**src/rtl/cuadrado.sv**
```systemverilog
// Purpose: iterative shift-add squarer (base*base), iniciar/terminado start-done handshake.
// Latency: WIDTH+1 clocks from the accepting edge to terminado; next start accepted one edge later.
// Backpressure: iniciar is ignored while ocupado=1 (no queuing, no restart); result held until next FIN.
//
// Ports:
//   clk, rst_n       clock (rising edge) and asynchronous active-low reset
//   iniciar, base    start request and unsigned operand (captured only on an accepted start)
//   cuadrado_res     2*WIDTH-bit square of the last completed operation
//   desborde         upper half of cuadrado_res is non-zero (does not fit the WIDTH-bit bus)
//   terminado        result valid, cleared by the next accepted start
//   ocupado          operation in progress
module cuadrado #(
    parameter int WIDTH = 16
) (
    input  logic                 clk,
    input  logic                 rst_n,
    input  logic                 iniciar,
    input  logic [WIDTH-1:0]     base,
    output logic [2*WIDTH-1:0]   cuadrado_res,
    output logic                 desborde,
    output logic                 terminado,
    output logic                 ocupado
);

    localparam int CW = (WIDTH > 1) ? $clog2(WIDTH) : 1;

    typedef enum logic [1:0] {
        IDLE = 2'd0,
        CALC = 2'd1,
        FIN  = 2'd2
    } state_t;

    state_t               state_q;
    logic [2*WIDTH-1:0]   mcand_q;
    logic [WIDTH-1:0]     mplier_q;
    logic [2*WIDTH-1:0]   acc_q;
    logic [CW-1:0]        cnt_q;
    logic [2*WIDTH-1:0]   res_q;
    logic                 desborde_q;
    logic                 terminado_q;
    logic                 ocupado_q;

    always_ff @(posedge clk or negedge rst_n) begin
        if (!rst_n) begin
            state_q     <= IDLE;
            mcand_q     <= '0;
            mplier_q    <= '0;
            acc_q       <= '0;
            cnt_q       <= '0;
            res_q       <= '0;
            desborde_q  <= 1'b0;
            terminado_q <= 1'b0;
            ocupado_q   <= 1'b0;
        end else begin
            case (state_q)
                IDLE: begin
                    if (iniciar) begin
                        mcand_q     <= {{WIDTH{1'b0}}, base};
                        mplier_q    <= base;
                        acc_q       <= '0;
                        cnt_q       <= '0;
                        terminado_q <= 1'b0;
                        ocupado_q   <= 1'b1;
                        state_q     <= CALC;
                    end
                end
                CALC: begin
                    // Always WIDTH steps, even once mplier is exhausted, so latency is fixed.
                    // A WIDTH x WIDTH product fits in 2*WIDTH bits, so the sum never carries out.
                    if (mplier_q[0]) begin
                        acc_q <= acc_q + mcand_q;
                    end
                    mcand_q  <= mcand_q << 1;
                    mplier_q <= mplier_q >> 1;
                    cnt_q    <= cnt_q + CW'(1);
                    if (cnt_q == CW'(WIDTH - 1)) begin
                        state_q <= FIN;
                    end
                end
                FIN: begin
                    res_q       <= acc_q;
                    desborde_q  <= |acc_q[2*WIDTH-1:WIDTH];
                    terminado_q <= 1'b1;
                    ocupado_q   <= 1'b0;
                    state_q     <= IDLE;
                end
                default: begin
                    state_q <= IDLE;
                end
            endcase
        end
    end

    assign cuadrado_res = res_q;
    assign desborde     = desborde_q;
    assign terminado    = terminado_q;
    assign ocupado      = ocupado_q;

endmodule

```
**config.mk**
```make
export PLATFORM = sky130hd
export DESIGN_NAME = cuadrado
export DESIGN_NICKNAME = d
export VERILOG_FILES = /design/src/rtl/cuadrado.sv
export SDC_FILE = /design/constraint.sdc
export NUM_CORES = 1
export LEC_CHECK = 0
export CORE_ASPECT_RATIO = 0.5
export CORE_MARGIN = 2
export CORE_UTILIZATION = 45
export DETAILED_ROUTE_END_ITERATION = 10
export PLACE_DENSITY_LB_ADDON = 0.15
export SLEW_MARGIN = 20
export SYNTH_ARGS = -nofsm -noshare
export SYNTH_HDL_FRONTEND = slang
export SYNTH_SLANG_ARGS = --single-unit
```
**constraint.sdc**
```tcl
create_clock -name clk -period 5.9 [get_ports clk]
set_input_delay 0.59 -clock clk [delete_from_list [all_inputs] [get_ports clk]]
set_output_delay 0.59 -clock clk [all_outputs]
set_load 0.03 [all_outputs]
```
Word-level counts from Yosys, hierarchy flattened
Index checks and enable logic that the tools add are counted.

cells by class
  add/subtract/negate cells = 2
  reductions and logical operators = 8
  multiplexer cells = 16
  eq/ne operators = 6

operators by type and width
  kind                                                 count
  one-hot mux 32 bit (2 select lines)                  2
  two-way mux 32 bit                                   3
  adder 32 bit                                         1
  one-hot mux 16 bit (2 select lines)                  1
  two-way mux 16 bit                                   1
  OR reduction 16 bit                                  1
  one-hot mux 4 bit (2 select lines)                   1
  != test 2 bit, second input constant                 3
  AND reduction 2 bit                                  3
  adder 4 x 1 -> 4 bit, second input constant          1
  equality test 4 bit, second input constant           1
  two-way mux 2 bit                                    2
  two-way mux 4 bit                                    1
  one-hot mux 1 bit (2 select lines)                   2
  one-hot mux 2 bit (2 select lines)                   1
  nonzero test 2 bit                                   2
  AND reduction 3 bit                                  1
  equality test 2 x 1 -> 1 bit, second input constant  1
  equality test 2 bit, second input constant           1
  zero test 2 bit                                      1
  two-way mux 1 bit                                    2

storage, ports and cells
  register bits after elaboration = 121

Longest topological paths before layout
  depth after elaboration = 3
  depth in mapped cells = 13
  mapped depth without buffers = 13

Worst setup path before layout
No wires, ideal clock.

  kind = register to register
  from = register mcand_q[0]
  to = register acc_q[30]
  stages on the path, launching flop included = 14
  arrival = 2.309 ns
  clock period less this slack = 2.440 ns
  path slack = 3.460 ns
  setup time = 0.131 ns
  cells stage by stage = dfrtp_1 > ha_1 > inv_1 > fa_1 > nor2b_1 > o21a_2 > o21ai_2 > a21oi_4 > a22oi_4 > a2111oi_4 > nor2_2 > o31ai_2 > xnor2_1 > o21ai_1

on the way
  longest elaborated chain between the ends = 3

RTL lines
  element                              RTL line  source
  start, declared                      34        logic [2*WIDTH-1:0] mcand_q;
  start signal, assigned               58        mcand_q <= {{WIDTH{1'b0}}, base};
  start signal, assigned               73        mcand_q <= mcand_q << 1;
  adder 32 bit                         71        acc_q <= acc_q + mcand_q;
  two-way mux 32 bit                   70        if (mplier_q[0]) begin
  one-hot mux 32 bit (2 select lines)  55        case (state_q)
  end signal, assigned                 71
  end, declared                        36        logic [2*WIDTH-1:0] acc_q;

No other way between the ends. The select of a mux whose other input is x is not followed.
A chain may end at the register's enable or synchronous reset.

Worst setup path after layout
  from = register mcand_q[0]
  to = register acc_q[26]

The elaborated chain is that of the path after synthesis.

==> run_results.csv <==
group,metric,value,unit
outcome,status,"completed",
worst_setup_path,worstRegToRegCells,13,
timing,fin_tns_setup,0,ns
worst_setup_path,r2r_slack,3.13,ns
synthesis,synth_edf_count,0,
layout,layout_commonest_cell,"dfrtp_1",
worst_setup_path,end_kind,"flip-flop",
layout,fill_cells,1188,
detailed_routing,routed_via_density,5.53,
timing,finalCriticalPeriod,2.77,ns
detailed_routing,drtAntennaViolNets,0,
layout,stdcell_count,853,
timing,timing.fmax,361,MHz
timing,max-slew-margin-rel,0.336,
detailed_routing,drc_errors,0,
timing,finalSetupViolations,0,
layout,antennaDiodeCount,0,
synthesis,yosysUniqueCellTypes,62,
timing,skew,0.0101,ns
place,portBuffers,53,
place,place_congestion,0.847,
worst_setup_path,cp.required,6.19,ns
worst_setup_path,cp_max_fo,6,
cts,cts-resized-gates,0,
global_routing,grt_usage,0.211,
cts,clock_latency,0.42,ns
worst_setup_path,critPathLaunchType,"flip-flop",
layout,nNetsFinal,700,
detailed_routing,drt_pass1_iterations,5,
cts,clkTransAtPathRegs,0.06,ns
floorplan,fp.dieH,88.0,um
worst_setup_path,crit_type,"reg -> reg",
worst_setup_path,crit_arrival,3.06,ns
floorplan,dieArea,0.0151,mm^2
synthesis,synth-seq-cells,121,
min_path,hp-class,"in -> async",
timing,finalWorstSetupSlack,3.13,ns
place,placement.setup.worst_slack,3.15,ns
synthesis,synth_nets,655,
cts,hold_buffers,0,
detailed_routing,num_vias,4716,
synthesis,ys.flop_type,"dfrtp_1",
global_routing,grt_max_degree,68,
place,dpl.hpwl,9.70,mm
synthesis,synth_area,0.00635,mm^2
synthesis,async_flop_share,1.00,
cts,cts_tree,"built",
cts,h-tree-depth,4,
detailed_routing,routedWlPerCell,17.0,um
layout,drive_above_1_share,0.150,
detailed_routing,detail_route.iter0.violations,294,
global_routing,grt_pass1_vias,4585,
power,power_density,633,mW/mm^2
synthesis,yosys_warnings,0,
layout,syn_to_final_growth,20.4,%
global_routing,grt_pass1_wl,24.5,mm
floorplan,start_util,0.465,
floorplan,row_count,30,
global_routing,overflow,0,
worst_setup_path,r2r-end,"acc_q[26]",
floorplan,die_x,172,um
timing,rsz0062_at_grt,"no",
timing,tightest_slew,0.996,ns
cts,clockBufferDepth,2,
floorplan,core,0.0137,mm^2
global_routing,antenna_found_initial,0,
layout,final_cell_mix,"dfrtp_1 (121), nand2_1 (82), clkdlybuf4s50_1 (52), o21ai_0 (51), ha_1 (32)",
synthesis,synthCells,603,
cts,cts_setup_buffers,0,
place,dp_cells,821,
worst_setup_path,r2r_start,"mcand_q[0]",
synthesis,synth-seq-area-share,0.477,
place,placed_area,0.00705,mm^2
timing,report.final.slew_viol_count,0,
worst_setup_path,critPathLaunch,"mcand_q[0]",
timing,hold_viol_final,0,
power,ir_worst_vdd,0.243,mV
timing,period_share,0.469,
floorplan,ios,54,
flow_run,maxCapViolCount,0,
layout,final_area,0.00765,mm^2
detailed_routing,routed_wl,14.5,mm
cts,cts_root_buffer,"clkbuf_16",
cts,cts.sinks,121,
synthesis,syn_avg_cell_area,10.5,um^2
cts,cts_buffers,17,
power,power_leakage,3.41,nW
how the worst max path moves through the flow:
| stage | slack [ns] | cells past startpoint | end |
|---|---|---|---|
| floorplan | 3.46 | 13 | acc_q[30] |
| global placement | 3.24 | 13 | acc_q[26] |
| detailed placement | 3.15 | 13 | acc_q[26] |
| CTS | 3.15 | 13 | acc_q[26] |
| global route | 2.93 | 13 | acc_q[28] |
| finish | 3.13 | 13 | acc_q[26] |
cell type report:
type | count | area (um^2) | area share
Clock buffer | 19 | 453 | 0.0592
Clock inverter | 13 | 145 | 0.0190
Inverter | 9 | 33.8 | 0.00442
Multi-Input combinational cell | 440 | 3170 | 0.415
Sequential cell | 121 | 3030 | 0.396
Tap cell | 192 | 240 | 0.0314
Timing Repair Buffer | 59 | 573 | 0.0749
metrics by stage:
step | power [mW] | hold WS, ns | util
floorplan | 3.13 | 0.294 | -
global placement | 3.76 | 0.460 | 0.516
detailed placement | 3.78 | 0.466 | 0.516
CTS | 4.86 | 0.253 | 0.560
global route | 5.20 | 0.284 | 0.560
finish | 4.84 | 0.219 | 0.560
synth_stat cells (2+ instances only):
cell type  count  area share
nor3_1         2      0.0016
a21o_1        20       0.024
o31ai_2        2      0.0039
nand2_1       82       0.048
inv_1          9      0.0053
and3_4         2      0.0035
mux2i_1        2      0.0032
nor2_1        12      0.0071
o31ai_1        2      0.0024
nand3_1        9      0.0071
nand4_1        3      0.0030
xnor2_1       12       0.017
buf_2          3      0.0024
a22o_1         4      0.0055
clkbuf_1      28       0.017
a31oi_1        3      0.0030
nand2b_1       8      0.0079
o21ai_1       16       0.013
o2111ai_1      2      0.0028
nor2b_1        6      0.0059
a22oi_1        2      0.0024
a21oi_1       27       0.021
a21oi_2        4      0.0055
mux2_2        31       0.055
a211oi_1       5      0.0059
nor4_1         4      0.0039
nor3b_1        3      0.0035
o21a_1         2      0.0024
dfrtp_1      121        0.48
a221o_1       28       0.044
and3_1         4      0.0039
o21ai_2        3      0.0041
o21ai_0       51       0.040
xor2_1        16       0.022
ha_1          32       0.063
and2_1        16       0.016
a41oi_1        2      0.0028
logic make-up after synthesis:
kind of cell | share of synthesized area
fa+ha+maj | 0.0662
mux | 0.0581
buf+inv | 0.0266
simple gates | 0.120
xor+xnor | 0.0386
flops | 0.477
compound gates | 0.214
routing by layer:
metal,track usage,share of wire,vias to the layer above
met5,0,0,-
met4,0.0688,0.012,0
met3,0.0465,0.046,21
met2,0.317,0.43,104
met1,0.306,0.51,2303
li1,-,-,2288
worst max-delay path, stage by stage, from the launching register on:
cell,delay [ns]
dfrtp_1,0.37
ha_1,0.18
inv_1,0.05
fa_1,0.39
nor2b_1,0.12
o21a_2,0.14
o21ai_2,0.07
a21oi_4,0.21
a22oi_4,0.12
o31ai_1,0.44
a21oi_1,0.19
o21ai_2,0.15
xnor2_1,0.13
o21ai_1,0.07
sequential cells by signal, summed over array words and instances (netlist names):
name          flops
acc_q            32
cnt_q             4
cuadrado_res     32
desborde          1
mcand_q          32
mplier_q         16
ocupado           1
state_q           2
terminado         1
where the power goes:
group          switching (mW)  internal, mW  total [mW]
sequential              0.288          1.19        1.48
clock                   0.407         0.647        1.05
combinational            1.33         0.983        2.31
total                    2.02          2.82        4.84
Note: power is estimated with default switching activity, not from simulation.
